### src/rtl/arm_ctrl_pkg.sv
// Shared encodings for the multicycle ARM-subset sequencing controller.
// Holds the FSM state type, datapath select encodings and instruction field constants.
package arm_ctrl_pkg;

    typedef enum logic [3:0] {
        S_RESET,
        S_FETCH,
        S_DECODE,
        S_MEMADR,
        S_MEMRD,
        S_MEMWB,
        S_MEMWR,
        S_EXECR,
        S_EXECI,
        S_ALUWB,
        S_BRANCH
    } state_t;

    localparam logic [2:0] ALU_ADD   = 3'b000;
    localparam logic [2:0] ALU_SUB   = 3'b001;
    localparam logic [2:0] ALU_AND   = 3'b010;
    localparam logic [2:0] ALU_ORR   = 3'b011;
    localparam logic [2:0] ALU_PASSB = 3'b100;

    localparam logic [3:0] COND_EQ = 4'b0000;
    localparam logic [3:0] COND_NE = 4'b0001;
    localparam logic [3:0] COND_AL = 4'b1110;

    localparam logic [3:0] CMD_AND = 4'b0000;
    localparam logic [3:0] CMD_SUB = 4'b0010;
    localparam logic [3:0] CMD_ADD = 4'b0100;
    localparam logic [3:0] CMD_CMP = 4'b1010;
    localparam logic [3:0] CMD_ORR = 4'b1100;
    localparam logic [3:0] CMD_MOV = 4'b1101;

    localparam logic [1:0] OP_DP  = 2'b00;
    localparam logic [1:0] OP_MEM = 2'b01;
    localparam logic [1:0] OP_BR  = 2'b10;

    localparam logic [1:0] IMM_8  = 2'b00;
    localparam logic [1:0] IMM_12 = 2'b01;
    localparam logic [1:0] IMM_24 = 2'b10;

    localparam logic [1:0] SRCB_RM  = 2'b00;
    localparam logic [1:0] SRCB_IMM = 2'b01;
    localparam logic [1:0] SRCB_4   = 2'b10;

    localparam logic [1:0] RES_ALUOUT  = 2'b00;
    localparam logic [1:0] RES_MEMDATA = 2'b01;
    localparam logic [1:0] RES_ALU     = 2'b10;

    function automatic logic cmd_supported(input logic [3:0] cmd);
        case (cmd)
            CMD_AND, CMD_SUB, CMD_ADD, CMD_CMP, CMD_ORR, CMD_MOV: return 1'b1;
            default: return 1'b0;
        endcase
    endfunction

    function automatic logic [2:0] cmd_to_alu(input logic [3:0] cmd);
        case (cmd)
            CMD_SUB, CMD_CMP: return ALU_SUB;
            CMD_AND:          return ALU_AND;
            CMD_ORR:          return ALU_ORR;
            CMD_MOV:          return ALU_PASSB;
            default:          return ALU_ADD;
        endcase
    endfunction

endpackage

### src/rtl/arm_cond_unit.sv
// NZCV flag register, condition evaluation and condition-gated flag writes.
// Latency: cond_ex_q latched at the end of DECODE; flag writes visible the following cycle.
// Backpressure: none; advances every clock under FSM control.
module arm_cond_unit
    import arm_ctrl_pkg::*;
(
    input  logic       clk,
    input  logic       rst_n,
    input  logic [3:0] cond,
    input  logic       cond_latch,
    input  logic       flag_wr,
    input  logic       nz_only,
    input  logic [3:0] alu_flags,
    output logic       cond_ex_q,
    output logic [3:0] flags_q
);

    logic cond_ex;

    always_comb begin
        cond_ex = 1'b0;
        case (cond)
            COND_AL: cond_ex = 1'b1;
            COND_EQ: cond_ex = flags_q[2];
            COND_NE: cond_ex = ~flags_q[2];
            default: cond_ex = 1'b0;
        endcase
    end

    always_ff @(posedge clk or negedge rst_n) begin
        if (!rst_n) begin
            cond_ex_q <= 1'b0;
            flags_q   <= 4'b0000;
        end else begin
            if (cond_latch)
                cond_ex_q <= cond_ex;
            // MOV has no meaningful carry/overflow, so C and V are preserved.
            if (flag_wr && cond_ex_q) begin
                flags_q[3:2] <= alu_flags[3:2];
                if (!nz_only)
                    flags_q[1:0] <= alu_flags[1:0];
            end
        end
    end

endmodule

### src/rtl/arm_multicycle_ctrl.sv
// Multicycle Moore sequencer driving the shared-memory ARM-subset datapath.
// Latency: 3 cycles (B, CMP), 4 (data-processing, STR), 5 (LDR) per instruction.
// Backpressure: none; every state advances unconditionally each clock.
module arm_multicycle_ctrl
    import arm_ctrl_pkg::*;
#(
    parameter int RESET_PC_HOLD = 1
) (
    input  logic        clk,
    input  logic        rst_n,
    input  logic [31:0] instr,
    input  logic [3:0]  alu_flags,
    output logic        pc_write,
    output logic        adr_src,
    output logic        mem_write,
    output logic        ir_write,
    output logic        reg_write,
    output logic        alu_src_a,
    output logic [1:0]  alu_src_b,
    output logic [2:0]  alu_control,
    output logic [1:0]  result_src,
    output logic [1:0]  imm_src,
    output logic [1:0]  reg_src,
    output logic [3:0]  flags_q
);

    localparam logic [1:0] HOLD_LAST = 2'(RESET_PC_HOLD - 1);

    state_t     state;
    logic [1:0] hold_cnt;
    logic       cond_ex_q;

    logic [1:0] op;
    logic       imm_flag;
    logic [3:0] cmd;
    logic       s_bit;
    logic       unused_instr;

    assign op           = instr[27:26];
    assign imm_flag     = instr[25];
    assign cmd          = instr[24:21];
    assign s_bit        = instr[20];
    assign unused_instr = ^instr[19:0];

    arm_cond_unit u_cond (
        .clk        (clk),
        .rst_n      (rst_n),
        .cond       (instr[31:28]),
        .cond_latch (state == S_DECODE),
        .flag_wr    ((state == S_EXECR || state == S_EXECI) && (s_bit || cmd == CMD_CMP)),
        .nz_only    (cmd == CMD_MOV),
        .alu_flags  (alu_flags),
        .cond_ex_q  (cond_ex_q),
        .flags_q    (flags_q)
    );

    always_ff @(posedge clk or negedge rst_n) begin
        if (!rst_n) begin
            state    <= S_RESET;
            hold_cnt <= 2'd0;
        end else begin
            case (state)
                S_RESET: begin
                    if (hold_cnt == HOLD_LAST)
                        state <= S_FETCH;
                    else
                        hold_cnt <= hold_cnt + 2'd1;
                end
                S_FETCH:  state <= S_DECODE;
                S_DECODE: begin
                    case (op)
                        OP_MEM: state <= S_MEMADR;
                        OP_BR:  state <= S_BRANCH;
                        OP_DP: begin
                            // Unsupported data-processing commands are dropped as no-ops.
                            if (!cmd_supported(cmd))
                                state <= S_FETCH;
                            else if (imm_flag)
                                state <= S_EXECI;
                            else
                                state <= S_EXECR;
                        end
                        default: state <= S_FETCH;
                    endcase
                end
                S_MEMADR: state <= s_bit ? S_MEMRD : S_MEMWR;
                S_MEMRD:  state <= S_MEMWB;
                S_EXECR, S_EXECI: state <= (cmd == CMD_CMP) ? S_FETCH : S_ALUWB;
                default:  state <= S_FETCH;
            endcase
        end
    end

    always_comb begin
        pc_write    = 1'b0;
        adr_src     = 1'b0;
        mem_write   = 1'b0;
        ir_write    = 1'b0;
        reg_write   = 1'b0;
        alu_src_a   = 1'b0;
        alu_src_b   = SRCB_RM;
        alu_control = ALU_ADD;
        result_src  = RES_ALUOUT;
        imm_src     = IMM_8;
        reg_src     = 2'b00;
        case (state)
            S_FETCH: begin
                ir_write   = 1'b1;
                pc_write   = 1'b1;
                alu_src_a  = 1'b1;
                alu_src_b  = SRCB_4;
                result_src = RES_ALU;
            end
            S_DECODE: begin
                alu_src_a = 1'b1;
                alu_src_b = SRCB_4;
            end
            S_MEMADR: begin
                alu_src_b = SRCB_IMM;
                imm_src   = IMM_12;
                reg_src   = {~s_bit, 1'b0};
            end
            S_MEMRD: adr_src = 1'b1;
            S_MEMWB: begin
                reg_write  = cond_ex_q;
                result_src = RES_MEMDATA;
            end
            S_MEMWR: begin
                adr_src   = 1'b1;
                mem_write = cond_ex_q;
                reg_src   = 2'b10;
            end
            S_EXECR: alu_control = cmd_to_alu(cmd);
            S_EXECI: begin
                alu_control = cmd_to_alu(cmd);
                alu_src_b   = SRCB_IMM;
                imm_src     = IMM_8;
            end
            S_ALUWB: reg_write = cond_ex_q;
            S_BRANCH: begin
                alu_src_a  = 1'b1;
                alu_src_b  = SRCB_IMM;
                imm_src    = IMM_24;
                pc_write   = cond_ex_q;
                result_src = RES_ALU;
                reg_src    = 2'b01;
            end
            default: ;
        endcase
    end

endmodule

### config.mk
export PLATFORM = sky130hd
export DESIGN_NAME = arm_multicycle_ctrl
export DESIGN_NICKNAME = d
export VERILOG_FILES = /design/src/rtl/arm_ctrl_pkg.sv /design/src/rtl/arm_cond_unit.sv /design/src/rtl/arm_multicycle_ctrl.sv
export SDC_FILE = /design/constraint.sdc
export NUM_CORES = 1
export LEC_CHECK = 0
export ABC_AREA = 1
export BUFFER_PORTS_ARGS = -buffer_cell sky130_fd_sc_hd__buf_4
export CORE_ASPECT_RATIO = 0.8
export CORE_MARGIN = 8
export CORE_UTILIZATION = 39
export DETAILED_ROUTE_END_ITERATION = 16
export PLACE_DENSITY = 0.78
export SYNTH_ARGS = -nofsm -noshare
export SYNTH_HDL_FRONTEND = slang
export SYNTH_SLANG_ARGS = --single-unit
### constraint.sdc
create_clock -name clk -period 1.4 [get_ports clk]
set_input_delay 0.21 -clock clk [delete_from_list [all_inputs] [get_ports clk]]
set_output_delay 0.21 -clock clk [all_outputs]
set_load 0.05 [all_outputs]
# Word level (Yosys, flattened, before mapping)
# Cells that the tools add are included.
[word_totals]
register_bits = 11
inputBits = 38
out_inout_bits = 21
elab_cells = 73
[classes]
n_reduce_logical = 20
addsub = 1
n_mux = 23
bitwise = 4
eq_ne = 20
[ops]
columns = ["cell", "count"]
rows = [
  ["4-bit == test (second input constant)", 7],
  ["4-bit case mux with 6 select lines", 1],
  ["4-bit by 3-bit == test with 1-bit output (second input constant)", 5],
  ["4-bit two-way mux", 4],
  ["4-bit by 2-bit == test with 1-bit output (second input constant)", 3],
  ["4-bit logical NOT", 3],
  ["2-bit case mux with 2 select lines", 3],
  ["3-bit case mux with 4 select lines", 1],
  ["4-bit case mux with 3 select lines", 1],
  ["2-bit OR reduction", 6],
  ["4-bit by 1-bit == test with 1-bit output (second input constant)", 2],
  ["1-bit two-way mux", 8],
  ["2-bit case mux with 3 select lines", 1],
  ["3-bit OR reduction", 2],
  ["6-bit OR reduction", 1],
  ["2-bit logical NOT", 2],
  ["1-bit NOT", 4],
  ["2-bit AND reduction", 2],
  ["3-bit two-way mux", 1],
  ["1-bit case mux with 3 select lines", 1],
  ["2-bit by 1-bit adder with 2-bit output (second input constant)", 1],
  ["2-bit by 1-bit == test with 1-bit output (second input constant)", 1],
  ["2-bit == test (second input constant)", 1],
  ["1-bit logical AND", 2],
  ["other kinds (4)", 5],
]

# Longest topological paths before layout
[depth]
ltp_word = 8
ltp_mapped = 9
ltp_nobuf = 9

# Modules after synthesis
# Synthesis repeated with hierarchy kept, for this count alone.
[hier_totals]
cells_unflattened = 128
area_unflattened_um2 = 855.8
[modules_own_cells]
columns = ["module", "cells_each", "area_each_um2", "seq_area_each_um2", "instances"]
rows = [
  ["arm_multicycle_ctrl", 95, 601.8, 150.1, 1],
  ["arm_cond_unit", 33, 254.0, 125.1, 1],
]

# Worst setup path before layout
# Ideal clock, no wire load.
[synth_timing]
path_kind = "register -> output"
startpoint = "register state[0]"
endpoint = "output port pc_write"
path_slack_ns = -1.442
required_time_ns = 1.190
stages_incl_launch_ff = 6
arrival_time_ns = 2.632
n_path_buf = 0
cell_sequence = "dfrtp_1 -> nor2_2 -> inv_2 -> nor2_1 -> inv_1 -> o21ai_0"
[synth_via]
elab_chain_len = 2
elab_cells_between_ends = 3
cone_classes = "eq/ne: 2; mux: 1"
[synth_rtl]
columns = ["element", "line_no", "text"]
rows = [
  ["start, declared", "arm_multicycle_ctrl.sv:29", "state_t state;"],
  ["start signal, assigned", "arm_multicycle_ctrl.sv:86", "S_MEMADR: state <= s_bit ? S_MEMRD : S_MEMWR;"],
  ["start signal, assigned", "arm_multicycle_ctrl.sv:88", "S_EXECR, S_EXECI: state <= (cmd == CMD_CMP) ? S_FETCH : S_ALUWB;"],
  ["4-bit == test or 4-bit by 1-bit == test with 1-bit output (tied branches)", "arm_multicycle_ctrl.sv:106", "case (state)"],
  ["1-bit case mux with 2 select lines (*)", "arm_multicycle_ctrl.sv:106", ""],
  ["end, declared", "arm_multicycle_ctrl.sv:13", "output logic pc_write,"],
]
# Every way passes the cells marked *; elsewhere a longest branch is shown, timed or not.

# Final worst setup path
[layout_timing]
startpoint = "register state[3]"
endpoint = "output port mem_write"
[layout_via]
elab_chain_len = 2
[layout_rtl]
columns = ["element", "line_no", "text"]
rows = [
  ["4-bit by 3-bit == test with 1-bit output", "arm_multicycle_ctrl.sv:106", ""],
  ["1-bit two-way mux", "arm_multicycle_ctrl.sv:106", ""],
  ["end, declared", "arm_multicycle_ctrl.sv:15", "output logic mem_write,"],
]
# No other way between the ends.

==> summary.txt <==
Timing
  • Crit path time final: roughly 1.6 ns
  • Clock Skew: a little over 0.006 ns
  • Count of final setup violators: 19
  • Final WS setup: -0.237 ns
  • Period utilization: 117%
  • Worst-Margin Slew: 0.317 ns
  • Fmax: 611 MHz
  • Final hold violations: 0
  • RSZ-0062 raised after global routing: true
  • Slew margin rel.: 78.8%
  • Final Max Slew Viols: 0
  • Setup TNS: -2.86 ns
  • Worst hold slack: ~0.18 ns

Synthesis
  • Post-Syn Area: 791 um2
  • Post-Syn Area per Cell: 6.82 um2
  • Yosys cell types: 24
  • Warnings from Yosys: 0
  • FF+latch count, synth: 11
  • Synthesized Nets: 155
  • Register area share after synthesis: 34.8%
  • Mapped Cells: 116

Power and ir drop
  • Sw frac: 55.2%
  • P_sw: a little under 2 mW
  • Clk network pwr share: 6.1%
  • Power Density: 2360 mW/mm2
  • Maximum VDD drop: 0.00178 V
  • P_leak: 0.755 nW
  • Pint: 1.60 mW
  • Reg power frac: 15.5%
  • Comb pwr share: about four fifths

Finish
  • Area grow syn2layout: 91.5%
  • Antenna cells: 0
  • Most common cell after layout, fill and taps aside: buf_4
  • Commonest cells after routing, fill and taps aside: buf_4, nand2_1, inv_1
  • Layout net count: around 210
  • Layout cells sized above 1: 59.5%

Route
  • Drt via density: 4.87
  • Detailed Route WL: around 2700 um
  • Drt drc: 0
  • Drt first pass iters: 4
  • WL per Instance: between 10 and 15 um
  • DR iter-0 viols: 48
  • Routed Antenna Nets: 0
  • Vias: 960

Setup path
  • Slowest CP cell: dfrtp_2
  • Critical Path Sink Type: output port
  • CP required: 1.19 ns
  • CP delay by family, top: flip-flops
  • Crit Path Class: register to output port
  • Critical Path Start Type: register
  • Critical R2R Launch: state[3]
  • Max incr delay on CP: 0.46 ns
  • Buffers & Inverters on Critical Path: 2
  • Critical-path cell list: nor2_4, buf_4, nand2_2, nor2_2, buf_6
  • Critical path origin: state[3]
  • Largest fanout on the critical path: 3
  • WP data arrival: 1.43 ns

GRT
  • First-pass GRT wire length: roughly 4200 um
  • Largest net degree at the start of global routing: 12
  • Global Route Usage Sum: 13.4%
  • Overflow after GRT: 0
  • Number of global-route vias before repair: 1004
  • Antenna violations before repair: 0

Floorplanning
  • Initial Utilization: 41.8%
  • Core footprint: 0.00189 mm2
  • Row cnt: 14
  • Die X: 66.3 um
  • Die area: 0.00373 mm2
  • Die Y: 56.3 um
  • I/O pin cnt: 59

Clock tree
  • TritonCTS clock tree: yes
  • Clock transition at path regs: about 0.08 ns
  • Clk_lat worst skew: 0.27 ns
  • CTS Buffer Depth: 2
  • CTS Root Cell: clkbuf_4
  • Clock Sink Count: 11
  • TritonCTS Buffers: 3
  • H-tree depth reported by CTS: 1

Place
  • Port buffer count: 38
  • Setup WS pre-CTS: -0.00282 ns
  • Post-DP HPWL: 2000 um
  • GPL Wtd Cong: between 0.8 and 0.9

Status
  • Failing checks: negative setup slack
  • Status: complete, but fails checks

Min path
  • Worst hold start: alu_flags[3]
  • Hold Path Class: primary input to register

Flow run
  • Max-cap viol count: 0
synthesized netlist by cell type, drive strengths merged:
library cell / n / area share (%)
nor2: 19 / 12
xor2: 2 / 2.2
o22ai: 1 / 0.79
o221ai: 1 / 1.1
nand2: 32 / 16
nand4: 2 / 1.6
a211oi: 1 / 0.95
o21ai: 6 / 5.2
nor3: 3 / 2.5
buf: 1 / 0.95
a21oi: 3 / 1.9
ha: 1 / 1.6
nand3: 7 / 6.0
a31oi: 1 / 0.79
dfrtp: 11 / 35
inv: 25 / 12
what timing repair did:
item                       in CTS  in global routing
buffers inserted                6                  5
resized for setup              37                 12
hold endpoints to repair       11                  0
pin swaps                      12                  5
hold buffers                    1                  0
setup endpoints to repair      17                 19
layout make-up:
class,count,area [um2]
clock buffer,4,26.3
tap,24,30.0
timing repair buffer,54,505
multi-input combinational,79,568
inverter,25,106
fill,110,378
sequential,11,278
power groups by stage:
| stage | combinational (mW) | sequential (mW) | clock [mW] |
|---|---|---|---|
| after floorplan | 1.43 | 0.725 | 0 |
| after global placement | 2.19 | 0.528 | 0 |
| after detailed placement | 2.22 | 0.535 | 0 |
| after CTS | 2.61 | 0.547 | 0.219 |
| after global routing | 2.95 | 0.570 | 0.233 |
| final | 2.81 | 0.553 | 0.220 |
path summary, 6_finish.rpt:
path                       slack (ns)  depth (start not counted)           endpoint
setup / recovery                -0.24                          5          mem_write
hold / removal                   0.18                          3  u_cond.flags_q[3]
setup reg to reg                -0.01                          7  u_cond.flags_q[1]
hold reg to reg                  0.47                          1        hold_cnt[0]
max in group asynchronous        0.91                          2           state[0]
min in group asynchronous        0.32                          2           state[2]
worst reg2reg max path, delay by kind of cell, from the launching register on:
family / cells / cell delay (ns)
compound gates: 2 / 0.19
buf+inv: 1 / 0.14
flops: 1 / 0.46
simple gates: 4 / 0.51
flip-flops by register name, summed over array words and instances (netlist names):
signal	count
state	4
u_cond.flags_q	4
u_cond.cond_ex_q	1
hold_cnt	2
logic make-up (layout without fill, tap and decap cells):
family / Yosys count / in the layout / synth area share [%]
AOI/OAI and AO/OA: 13 / 13 / 10.8
and+or+nand+nor: 63 / 63 / 37.8
adders and majority gates: 1 / 1 / 1.58
buffers and inverters: 26 / 83 / 12.8
DFF: 11 / 11 / 34.8
xor gates and xnor gates: 2 / 2 / 2.22
per-stage QoR:
step,cells,total power [mW],area [um2],utilization (%)
after global placement,181,2.72,1230,65.3
final,197,3.58,1510,80.0
after CTS,192,3.37,1440,75.9
after detailed placement,181,2.76,1230,65.3
after global routing,197,3.75,1510,80.0
after floorplan,116,2.15,897,-
metal layers:
metal  global-route usage [%]  vias up  share of wire (%)
met5                        0        -                  0
met1                     14.6      441                 40
met4                     4.56        0               0.29
met2                     24.1       42                 53
li1                         -      475                  -
met3                     3.56        2                7.2
Note: power is estimated with default switching activity, not from simulation.
